`src/rtl/calc1_pkg.sv`:
```
// Shared command/response codes, default width and FSM state encoding for calc1 ports.
// Latency: none (declarations only).
// Backpressure: none (declarations only).
package calc1_pkg;

  localparam int CALC1_DATA_W = 32;

  localparam logic [3:0] CMD_NONE = 4'd0;
  localparam logic [3:0] CMD_ADD  = 4'd1;
  localparam logic [3:0] CMD_SUB  = 4'd2;
  localparam logic [3:0] CMD_SHL  = 4'd5;
  localparam logic [3:0] CMD_SHR  = 4'd6;

  localparam logic [1:0] RESP_NONE = 2'd0;
  localparam logic [1:0] RESP_OK   = 2'd1;
  localparam logic [1:0] RESP_ERR  = 2'd2;

  typedef enum logic [2:0] {
    ST_IDLE  = 3'd0,
    ST_OPND2 = 3'd1,
    ST_EXEC  = 3'd2,
    ST_WAIT  = 3'd3,
    ST_RESP  = 3'd4
  } state_e;

endpackage

```
`src/rtl/calc1_alu_core.sv`:
```
// Combinational calc1 arithmetic: add/sub/shl/shr with error detection for one request.
// Latency: zero cycles (pure combinational).
// Backpressure: none; caller decides when to sample the result.
module calc1_alu_core
  import calc1_pkg::*;
#(
  parameter int DATA_W = CALC1_DATA_W
) (
  input  logic [3:0]        cmd,
  input  logic [0:DATA_W-1] op1,
  input  logic [0:DATA_W-1] op2,
  output logic [0:DATA_W-1] result,
  output logic [1:0]        resp
);

  // Operands re-expressed LSB-indexed so "low bits" read naturally below.
  logic [DATA_W-1:0] a;
  logic [DATA_W-1:0] b;
  logic [DATA_W:0]   sum;
  logic [4:0]        sh;

  assign a   = op1;
  assign b   = op2;
  assign sum = {1'b0, a} + {1'b0, b};
  assign sh  = b[4:0];

  // Select the operation; any error forces a zero result.
  always_comb begin
    result = '0;
    resp   = RESP_ERR;
    case (cmd)
      CMD_ADD: begin
        if (sum[DATA_W]) begin
          resp = RESP_ERR;
        end else begin
          resp   = RESP_OK;
          result = sum[DATA_W-1:0];
        end
      end
      CMD_SUB: begin
        if (b > a) begin
          resp = RESP_ERR;
        end else begin
          resp   = RESP_OK;
          result = a - b;
        end
      end
      CMD_SHL: begin
        resp   = RESP_OK;
        result = a << sh;
      end
      CMD_SHR: begin
        resp   = RESP_OK;
        result = a >> sh;
      end
      default: begin
        resp   = RESP_ERR;
        result = '0;
      end
    endcase
  end

endmodule

```
`src/rtl/calc1_port_responder.sv`:
```
// Single-port calc1 responder: two-cycle request in, one-cycle response out.
// Latency: response registered RESP_LAT edges after the command-sample edge.
// Backpressure: none; commands arriving while not idle are dropped and flagged in drop_err.
module calc1_port_responder
  import calc1_pkg::*;
#(
  parameter int DATA_W   = CALC1_DATA_W,
  parameter int RESP_LAT = 3
) (
  input  logic              c_clk,
  input  logic              reset,
  input  logic [3:0]        req_cmd_in,
  input  logic [0:DATA_W-1] req_data_in,
  output logic [1:0]        out_resp,
  output logic [0:DATA_W-1] out_data,
  output logic              busy,
  output logic              drop_err
);

  // Cycles spent in WAIT; EXEC and RESP already account for three edges.
  localparam logic [3:0] WAIT_CNT = 4'(RESP_LAT - 3);

  state_e            state_q;
  state_e            state_d;
  logic [3:0]        cmd_q;
  logic [0:DATA_W-1] op1_q;
  logic [0:DATA_W-1] op2_q;
  logic [0:DATA_W-1] res_q;
  logic [1:0]        rsp_q;
  logic [3:0]        cnt_q;

  logic [0:DATA_W-1] alu_result;
  logic [1:0]        alu_resp;

  logic latch_cmd;
  logic latch_op2;
  logic do_exec;
  logic dec_cnt;
  logic load_out;
  logic clear_out;
  logic drop;

  calc1_alu_core #(
    .DATA_W (DATA_W)
  ) u_alu (
    .cmd    (cmd_q),
    .op1    (op1_q),
    .op2    (op2_q),
    .result (alu_result),
    .resp   (alu_resp)
  );

  // State register.
  always_ff @(posedge c_clk) begin
    if (reset) begin
      state_q <= ST_IDLE;
    end else begin
      state_q <= state_d;
    end
  end

  // Next-state and datapath strobes; RESP spans two cycles, the second being the response cycle.
  always_comb begin
    state_d   = state_q;
    latch_cmd = 1'b0;
    latch_op2 = 1'b0;
    do_exec   = 1'b0;
    dec_cnt   = 1'b0;
    load_out  = 1'b0;
    clear_out = 1'b0;
    drop      = (state_q != ST_IDLE) && (req_cmd_in != CMD_NONE);
    case (state_q)
      ST_IDLE: begin
        if (req_cmd_in != CMD_NONE) begin
          latch_cmd = 1'b1;
          state_d   = ST_OPND2;
        end
      end
      ST_OPND2: begin
        latch_op2 = 1'b1;
        state_d   = ST_EXEC;
      end
      ST_EXEC: begin
        do_exec = 1'b1;
        state_d = (WAIT_CNT == 4'd0) ? ST_RESP : ST_WAIT;
      end
      ST_WAIT: begin
        dec_cnt = 1'b1;
        if (cnt_q == 4'd1) begin
          state_d = ST_RESP;
        end
      end
      ST_RESP: begin
        if (out_resp == RESP_NONE) begin
          load_out = 1'b1;
        end else begin
          clear_out = 1'b1;
          state_d   = ST_IDLE;
        end
      end
      default: begin
        state_d = ST_IDLE;
      end
    endcase
  end

  // Request capture, execution holding register and latency counter.
  always_ff @(posedge c_clk) begin
    if (reset) begin
      cmd_q <= CMD_NONE;
      op1_q <= '0;
      op2_q <= '0;
      res_q <= '0;
      rsp_q <= RESP_NONE;
      cnt_q <= '0;
    end else begin
      if (latch_cmd) begin
        cmd_q <= req_cmd_in;
        op1_q <= req_data_in;
      end
      if (latch_op2) begin
        op2_q <= req_data_in;
      end
      if (do_exec) begin
        res_q <= alu_result;
        rsp_q <= alu_resp;
        cnt_q <= WAIT_CNT;
      end else if (dec_cnt) begin
        cnt_q <= cnt_q - 4'd1;
      end
    end
  end

  // Registered outputs: one-cycle response pulse, busy window and sticky drop flag.
  always_ff @(posedge c_clk) begin
    if (reset) begin
      out_resp <= RESP_NONE;
      out_data <= '0;
      busy     <= 1'b0;
      drop_err <= 1'b0;
    end else begin
      if (latch_cmd) begin
        busy <= 1'b1;
      end
      if (load_out) begin
        out_resp <= rsp_q;
        out_data <= res_q;
      end else if (clear_out) begin
        out_resp <= RESP_NONE;
        out_data <= '0;
        busy     <= 1'b0;
      end
      if (drop) begin
        drop_err <= 1'b1;
      end
    end
  end

endmodule
```
`config.mk`:
```
export PLATFORM = sky130hd
export DESIGN_NAME = calc1_port_responder
export DESIGN_NICKNAME = d
export VERILOG_FILES = /design/src/rtl/calc1_pkg.sv /design/src/rtl/calc1_alu_core.sv /design/src/rtl/calc1_port_responder.sv
export SDC_FILE = /design/constraint.sdc
export NUM_CORES = 1
export LEC_CHECK = 0
export BUFFER_PORTS_ARGS = -buffer_cell sky130_fd_sc_hd__buf_4
export CORE_UTILIZATION = 63
export DETAILED_ROUTE_END_ITERATION = 8
export PLACE_DENSITY = 0.82
export REMOVE_ABC_BUFFERS = 1
export SYNTH_ARGS = -nofsm -noshare
export SYNTH_HDL_FRONTEND = slang
export SYNTH_SLANG_ARGS = --single-unit
```
`constraint.sdc`:
```
create_clock -name c_clk -period 4.9 [get_ports c_clk]
set_input_delay 0.245 -clock c_clk [delete_from_list [all_inputs] [get_ports c_clk]]
set_output_delay 0.245 -clock c_clk [all_outputs]
set_load 0.03 [all_outputs]
```
==> out/results.txt <==
Status: complete, no violations
Psw: 0.00216 W
CORE AREA: 18800 um2
GR Util All Layers: 0.413
Boundary Pins: 74
H-tree depth: 4
Initial Util: 0.643
Critical-path maximum fanout: 21
Multi-input gate area: 8340 um2
Clock latency on the worst-skew pair: 440 ps
Inserted Diodes: 0
Core Util, Final: 0.701
HP Class: primary input to flip-flop
Power per Cell Area: 373 nW/um2
Sink Count: 145
Num CTS Buffers: 17
CP endpoint kind: flip-flop
Slowest cell on the critical path: dfxtp_4
Largest net degree at the start of global routing: 77
FILL cells: 1597
Buffers plus inverters on the worst setup path: 3
Setup violations, final: 0
Post-DP HPWL: 29.6 mm
Wirelength per Cell: 21.7 um
Distinct cells, synth: 84
Post-CTS setup buffer count: 0
Cell mode on critical path: buf_4
Yosys warnings: 0
First-pass GRT wire length: 63.4 mm
Cell breakdown of the critical path: inv_1 -> fa_1 -> a21oi_1 -> o21bai_2 -> a21oi_2 -> o41ai_2 -> buf_4 -> o21ai_2 -> nand2_2 -> a21o_1 -> buf_4 -> a221o_1 -> a221oi_2 -> nor2_1
WP data arrival: 4130 ps
Post-CTS Hold Buffers: 0
Post-layout net count: 1732
Die Ht: 140 um
Switching portion of total power: 0.439
Die area: 19700 um2
Comb pwr share: 0.430
Synth area leaders: dfxtp_1, a21oi_1, ha_1, nand2_1, nor2_1
Antenna violations before repair: 1
Via count: 12950
Grt ovf: 0
Worst Clk Skew: 14.9 ps
Placer Congestion: 1.04
Required time of the critical path: 5220 ps
EDFF count, synth: 0
FF+latch count, synth: 145
Max-cap violations: 0
Int Pwr: 0.00275 W
Post-Syn Area: 12100 um2
Post-Route WL: 40.5 mm
CTS tree: yes
Share of cells above drive strength 1: 0.130
Top delay family on crit path: compound AO/OA/AOI/OAI gates
Fmax: 0.262 GHz
Pre-CTS setup slack: 1160 ps
Clk buf depth: 2
Final period utilization: 0.778
PnR worst setup slack: 1090 ps
Commonest non-fill, non-tap cell in the layout: nand2_1
Sequential Power Share: 0.298
Antenna viol nets, final: 0
Minimum clock period: 3810 ps
I/O Buffers: 73
Largest area contributor in the netlist: dfxtp_1
Static Leak: 5.33 nW
Area grow syn2layout: 9.00%
Worst Tran Pin Value: 1170 ps
1st-pass router iterations: 6
Ys async rst share: 0
Seq/Total Area, Yosys: 0.240
Average size of a mapped cell: 7.39 um2
Synthesized netlist cell count: 1634
Max IR drop VDD: 247 uV
Final Power: 0.00491 W
CTS resizes: 0
Nature of the critical path startpoint: flip-flop
Final hold vios: 0
Yosys top cell area share: 0.240
Prevailing post-synth register cell: dfxtp_1
CTS clk-pin slew, worst paths: 70 ps
Sequential Area: 2910 um2
Root Buffer: clkbuf_16
Vias in the first global route: 11512
Clock power frac: 0.272
Via density per instance: 6.92
Initial DRC count: 1663
Die X: 140 um
DRC viols: 0
Std cell rows: 50
RSZ-0062 raised after global routing: no
Slowest stage delay, CP: 520 ps
Class of the most critical setup path: flip-flop to flip-flop
Final slew viol count: 0
Commonest non-fill, non-tap cells in the layout: nand2_1, a21oi_1, nor2_1
Slew HR: 0.218
[cells in the mapped netlist, drive strengths merged, types with 5 or more instances]
cell type	number
mux2i	48
a22oi	42
o2bb2ai	8
a221o	16
o31ai	8
o21bai	18
nor2b	9
a31oi	22
a211oi	13
nor4	10
nand2b	30
mux4	25
nor3	25
or3	12
a21o	22
buf	46
a21oi	188
a221oi	18
mux2	13
clkbuf	80
a31o	5
o211ai	32
inv	78
nor2	171
o21ai	134
o22ai	22
dfxtp	145
ha	68
nand2	220
nand3	8
o21a	7
o221ai	14
[per-layer routing]
| layer | up-vias | part of all wire | wire length, um | track usage |
|---|---|---|---|---|
| met5 | - | 0 | 0 | 0 |
| met4 | 0 | 0.037 | 1520 | 0.173 |
| met3 | 124 | 0.13 | 5160 | 0.110 |
| met2 | 874 | 0.42 | 17200 | 0.615 |
| met1 | 6027 | 0.41 | 16700 | 0.562 |
| li1 | 5925 | - | - | - |
[cell families (layout without fill, tap and decap cells)]
logic type / count (synthesis) / in the layout / share of synthesized area
buffers and inverters: 205 / 208 / 0.0709
XOR/XNOR: 4 / 4 / 0.00290
AND/OR/NAND/NOR: 517 / 517 / 0.186
adder cells (fa/ha/maj): 70 / 70 / 0.0738
multiplexers: 86 / 86 / 0.0986
flip-flops: 145 / 145 / 0.240
AO/OA/AOI/OAI: 607 / 607 / 0.327
[power groups by stage]
| stage | combinational [W] | clock (W) | sequential [W] |
|---|---|---|---|
| 2_1_floorplan | 0.00139 | 0 | 0.00146 |
| 3_3_place_gp | 0.00201 | 0 | 0.00147 |
| 3_5_place_dp | 0.00202 | 0 | 0.00148 |
| 4_1_cts | 0.00203 | 0.00134 | 0.00145 |
| 5_1_grt | 0.00227 | 0.00139 | 0.00148 |
| 6_report | 0.00211 | 0.00134 | 0.00147 |
[path summary, 6_finish.rpt]
path / from / end / slack, ps / cells past startpoint
hold / removal: req_data_in[9] / op1_q[9] / 60 / 3
hold reg to reg: rsp_q[0] / rsp_q[0] / 460 / 2
setup / recovery: op2_q[30] / res_q[9] / 1090 / 14
setup reg to reg: op2_q[30] / res_q[9] / 1090 / 14
[cell type report]
cell class | count | share of cell area
tap | 234 | 0.0222
clock inverter | 15 | 0.0120
timing repair buffer | 97 | 0.0563
inverter | 79 | 0.0225
multi-input combinational | 1284 | 0.633
clock buffer | 17 | 0.0323
sequential | 145 | 0.221
[worst reg2reg max path, cell delays in order, from the launching register on]
cell      delay (ps)
dfxtp_4          520
inv_1            230
fa_1             480
a21oi_1          170
o21bai_2         120
a21oi_2          190
o41ai_2          100
buf_4            170
o21ai_2          160
nand2_2          110
a21o_1           440
buf_4            310
a221o_1          380
a221oi_2         250
nor2_1            70
[registers in the layout (all words and copies together) (netlist names)]
name      count
out_resp      2
op2_q        32
cnt_q         4
rsp_q         2
busy          1
out_data     32
op1_q        32
cmd_q         4
drop_err      1
state_q       3
res_q        32
[through the flow]
stage / TNS (ps) / cells / hold WS [ps] / cell area [um2]
6_report: 0 / 1871 / 55.5 / 13200
5_1_grt: 0 / 1871 / 60.6 / 13200
4_1_cts: 0 / 1871 / 49.5 / 13200
3_5_place_dp: 0 / 1839 / 446 / 12600
3_3_place_gp: 0 / 1839 / 448 / 12600
2_1_floorplan: -25850 / 1508 / 314 / 11500
(Power assumes the default switching activity.)
